--- config.mk ---
export PLATFORM = sky130hd
export DESIGN_NAME = edge_det_multi
export DESIGN_NICKNAME = d
export VERILOG_FILES = /design/src/rtl/edge_det_multi.sv
export SDC_FILE = /design/constraint.sdc
export NUM_CORES = 1
export LEC_CHECK = 0
export ABC_AREA = 1
export CORE_MARGIN = 2
export CORE_UTILIZATION = 30
export CTS_CLUSTER_SIZE = 14
export DETAILED_ROUTE_END_ITERATION = 8
export SLEW_MARGIN = 5
export SYNTH_ARGS = -nofsm -noshare
export SYNTH_HDL_FRONTEND = slang
export SYNTH_SLANG_ARGS = --single-unit
--- constraint.sdc ---
create_clock -name clk -period 2.73 [get_ports clk]
set_clock_uncertainty 0.2 [all_clocks]
set_input_delay 0.546 -clock clk [delete_from_list [all_inputs] [get_ports clk]]
set_output_delay 0.546 -clock clk [all_outputs]
set_load 0.03 [all_outputs]
--- src/rtl/edge_det_multi.sv ---
// Multi-channel edge detector: synchroniser, glitch filter, qualified
// edge strobes, sticky pending flags and saturating event counters.
module edge_det_multi #(
   parameter int CH          = 4,
   parameter int SYNC_STAGES = 2,
   parameter int FILT        = 3,
   parameter int CNT_W       = 8
) (
   input  logic                  clk,
   input  logic                  rst,
   input  logic [CH-1:0]         sig_in,
   input  logic [2*CH-1:0]       mode,
   input  logic [CH-1:0]         clr,
   output logic [CH-1:0]         level,
   output logic [CH-1:0]         rise,
   output logic [CH-1:0]         fall,
   output logic [CH-1:0]         pulse,
   output logic [CH-1:0]         pending,
   output logic [CH*CNT_W-1:0]   count,
   output logic                  any_pending
);

   localparam int FW = $clog2(FILT + 1);
   localparam logic [FW-1:0] F_LAST = FW'(FILT - 1);
   localparam logic [CNT_W-1:0] C_MAX = '1;

   for (genvar i = 0; i < CH; i++) begin : g_ch
      logic [SYNC_STAGES-1:0] sync_q;
      logic [FW-1:0]          filt_q;
      logic [CNT_W-1:0]       cnt_q;
      logic                   lvl_q;
      logic                   rise_q;
      logic                   fall_q;
      logic                   pulse_q;
      logic                   pend_q;
      logic                   sync;
      logic                   tgl;
      logic                   qual;

      assign sync = sync_q[SYNC_STAGES-1];
      assign tgl  = (sync != lvl_q) && (filt_q == F_LAST);
      // on a toggle, sync is the new level: 1 is a rise, 0 a fall
      assign qual = tgl && (sync ? mode[2*i] : mode[2*i+1]);

      always_ff @(posedge clk or posedge rst) begin
         if (rst) begin
            sync_q  <= '0;
            filt_q  <= '0;
            cnt_q   <= '0;
            lvl_q   <= 1'b0;
            rise_q  <= 1'b0;
            fall_q  <= 1'b0;
            pulse_q <= 1'b0;
            pend_q  <= 1'b0;
         end else begin
            sync_q <= {sync_q[SYNC_STAGES-2:0], sig_in[i]};

            if (sync == lvl_q) begin
               filt_q <= '0;
            end else if (tgl) begin
               filt_q <= '0;
               lvl_q  <= sync;
            end else begin
               filt_q <= filt_q + 1'b1;
            end

            rise_q  <= tgl & sync;
            fall_q  <= tgl & ~sync;
            pulse_q <= qual;
            pend_q  <= qual | (pend_q & ~clr[i]);

            if (clr[i])
               cnt_q <= qual ? CNT_W'(1) : '0;
            else if (qual && cnt_q != C_MAX)
               cnt_q <= cnt_q + 1'b1;
         end
      end

      assign level[i]   = lvl_q;
      assign rise[i]    = rise_q;
      assign fall[i]    = fall_q;
      assign pulse[i]   = pulse_q;
      assign pending[i] = pend_q;
      assign count[CNT_W*i +: CNT_W] = cnt_q;
   end

   assign any_pending = |pending;

endmodule

# == After elaboration in Yosys (flattened, before gate mapping) ==
# Cells that the tools add are included.
# classes
add_sub_neg,8
n_eq_ne,16
mux,24
n_bitwise,28
n_reduce_logical,21
# ops
cell,n
8-bit two-way mux,8
8-bit by 1-bit adder with 8-bit output (second input constant),4
8-bit != test (second input constant),4
2-bit two-way mux,8
1-bit AND,12
1-bit logical AND,12
1-bit inverter,12
2-bit by 1-bit adder with 2-bit output (second input constant),4
2-bit equality test (second input constant),4
1-bit two-way mux,8
2-bit AND reduction,4
2-bit nonzero test,4
1-bit equality test,4
1-bit != test,4
1-bit OR,4
4-bit OR reduction,1
# word_totals
reg_bits,68
inputBits,18

# == Logic depth before layout (Yosys ltp) ==
# depth
word_depth,6
depth_mapped,8
ltp_nobuf,8

# == Least setup slack after synthesis ==
# OpenSTA, ideal clock, no wires.
# synth_path
path_type,register -> register
from,register g_ch[3].cnt_q[1]
to,register g_ch[3].cnt_q[4]
setup_ps,118
arrival_time_ps,1321
required_ps,2412
slack_ps,1091
path_stages_with_launch,7
path_buffers,0
period_less_slack_ps,1639
cell_sequence,dfrtp_1 > ha_1 > nand3_1 > nor2_2 > o21bai_1 > nand2_1 > nand2_1
# synth_via
elab_chain_len,3
word_cells_on_any_way,6
classes_between,add/sub (1); eq/ne (1); mux (2); reduce/logical (2)
# synth_lines
element,line,text
"start, declared",30,logic [CNT_W-1:0] cnt_q;
"start signal, assigned",73,cnt_q <= qual ? CNT_W'(1) : '0;
"start signal, assigned",75,cnt_q <= cnt_q + 1'b1;
8-bit by 1-bit adder with 8-bit output / 8-bit != test (equally long branches),"75, 74",
8-bit two-way mux / 1-bit logical AND (equally long branches),74,else if (qual && cnt_q != C_MAX)
8-bit two-way mux / 2-bit nonzero test (equally long branches),n/a,
# Several ways; a longest one is shown, not always the timed one. The select of a mux whose other input is x is not followed.
# A chain may end at the register's enable or synchronous reset.

# == Worst setup path in the final report ==
# layout_path
from,register g_ch[1].pend_q
to,output port any_pending
# layout_via
elab_chain_len,1
# layout_lines
element,line,text
"start, declared",35,logic pend_q;
"start signal, assigned",70,pend_q <= qual | (pend_q & ~clr[i]);
4-bit OR reduction,87,assign any_pending = |pending;
"end, declared",20,output logic any_pending
# Every way passes these cells.

==> results.toml <==
[floorplanning]
die_h_um = 114.7
start_util_pct = 30.62
ios = 71
die_area_mm2 = 0.01316
design.core.area_mm2 = 0.01201
die_w_um = 114.7
rows = 40

[pwr]
peakVddDrop_mv = 0.2556
power_uw = 2966
p_leak_uw = 0.002282
p_per_area_mw_per_mm2 = 633.4

[critical_path]
critPathBufInv = 2
r2r_slack_ns = 1.13
cp-end-kind = "primary output"
crit_path_max_fanout = 2
cp.required_ns = 1.98
path_cells = "inv_1 -> nand4_1 -> clkdlybuf4s50_1"
path_delay_family = "buffers and inverters"
worst_path_max_delay_cell = "clkdlybuf4s50_1"
worstPathArrival_ns = 1.55
cp_slowest_stage_delay_ns = 0.68
cp-start-kind = "register"
worst-setup-path-type = "register to primary output"

[synthesis]
yosys.area.top_type_share_pct = 46.26
netlist_area_mm2 = 0.003679
synth_seq_cells = 68
yosysTopAreaCell = "dfrtp_1"
yosysWarnings = 0
syn_avg_cell_area_um2 = 8.102
ys_seq_area_share_pct = 46.26
syn_nets = 476
syn-instance-count = 454
yosys-top-cells-area = "dfrtp_1, nand2_1, nand3_1"
synth_cell_types = 25

[global_route]
grt_pass1_wl_um = 13340
grt-ovfl-total = 0
grt_pass1_vias = 2841
grt_max_degree = 69
grt_use_total_pct = 12.60
antenna_found_initial = 0

[sta]
worstMarginPinSlew_ns = 0.4225
hold_viol = 0
fin_tns_setup_ns = 0
fmax_mhz = 435.1
fin_crit_sh_pct = 84.18
slew_headroom_pct = 71.80
setup_viol = 0
period_needed_ns = 2.298
rsz0062_at_grt = "no"
drv_slew = 0
whs_ns = 0.1457

[clock_network]
h-tree-depth = 3
root_buffer = "clkbuf_16"
cts_tree = "done"
cts.path.max_buffers = 2
cts_hold_buf = 0
clock_latency_ns = 0.32
clock-sinks = 68
clk_pin_slew_ns = 0.05
cts_setup_buffers = 0
cts_resized = 0
cts-buffers-inserted = 9

[drt]
dr.pass1.iters = 6
drcViolationCount = 0
via_per_inst = 4.535
wire_per_inst_um = 11.84
ant_nets = 0
drt_wl_total_um = 7849
drtIter0Drc = 124
vias = 3007

[place]
routabilityCongestion = 0.8438
port_buffers = 70
dp_hpwl_um = 5677
place_inst = 648

[outcome]
outcome = "finished, final reports clean"

[layout]
final_nets = 534
drive_gt1_share_pct = 10.85
fin_cells = 663
antenna_cells = 0
syn2layout_area_growth_pct = 27.31

[flow_run]
drv_cap = 0

[worst_hold_path]
worstHoldPathType = "register to register"
## cell type report
cell class,instances,area [um2]
repair buffers,71,720.7
well taps,147,183.9
inverters,61,229.0
clock inverters,2,10.01
multi-input cells,301,1578
flip-flops and latches,68,1702
clock buffers,13,260.3
fillers,1215,7328
## kinds of logic after synthesis
| logic type | share of synthesized area (%) |
|---|---|
| DFF | 46.26 |
| AOI/OAI and AO/OA | 4.319 |
| xor gates and xnor gates | 2.857 |
| adders and majority gates | 1.361 |
| buffers and inverters | 10.85 |
| and+or+nand+nor | 34.35 |
## layout by cell type, fill, tap and decap left out, types with 7 or more instances in the layout
cell type / count
inv_2: 7
nand3_2: 8
nor2_1: 35
nor3_1: 10
nand2_1: 111
a21oi_1: 8
nand2_2: 9
inv_1: 53
clkbuf_16: 9
xor2_1: 12
clkdlybuf4s50_1: 70
dfrtp_1: 68
nand3_1: 64
## routing by layer
metal / global-route usage, % / up-vias / share of wire (%)
li1: - / 1547 / -
met1: 16.75 / 1395 / 47
met2: 20.00 / 54 / 47
met3: 2.530 / 11 / 4.3
met4: 5.622 / 0 / 1.7
met5: 0 / - / 0
## power by group
| group | switching, uW | internal (uW) | total (uW) |
|---|---|---|---|
| clock | 407 | 656 | 1060 |
| combinational | 448 | 250 | 698 |
| sequential | 81.8 | 1120 | 1200 |
| total | 936 | 2030 | 2970 |
## sequential cells by signal, summed over array words and instances, names as in the netlist
signal and cells:
g_ch.fall_q 4, g_ch.cnt_q 32, g_ch.lvl_q 4, g_ch.pulse_q 4
g_ch.sync_q 8, g_ch.rise_q 4, g_ch.filt_q 8, g_ch.pend_q 4
## path summary, 6_finish.rpt
check	startpoint	endpoint	cells past startpoint
worst max-delay path	g_ch[1].pend_q	any_pending	3
worst min register to register	g_ch[0].sync_q[0]	g_ch[0].sync_q[1]	0
max in group asynchronous	rst	g_ch[1].cnt_q[3]	3
min in group asynchronous	rst	g_ch[0].cnt_q[2]	3
worst max register to register	g_ch[2].cnt_q[0]	g_ch[2].cnt_q[1]	7
worst min-delay path	g_ch[0].sync_q[0]	g_ch[0].sync_q[1]	0
## cell usage after synthesis
library cell,number
a21oi_1,8
a21oi_2,4
buf_2,4
buf_4,20
clkinv_1,1
dfrtp_1,68
ha_1,4
inv_1,54
inv_2,6
nand2_1,111
nand2_2,9
nand3_1,64
nand3_2,8
nand3_4,3
nand3b_1,5
nand4_1,5
nor2_1,35
nor2_2,5
nor2_4,5
nor3_1,10
o21ai_0,5
o21bai_1,3
o21bai_2,1
o22ai_1,4
xor2_1,12
## stage by stage
stage                     area, um2  utilization [%]  worst slack [ns]
after CTS                      4683            38.99            0.3628
final                          4683            38.99            0.4319
after global routing           4683            38.99            0.3332
after floorplan                3679                -            0.2725
after detailed placement       4413            36.74            0.7170
after global placement         4413            36.74            0.7349
(Power assumes the default switching activity.)
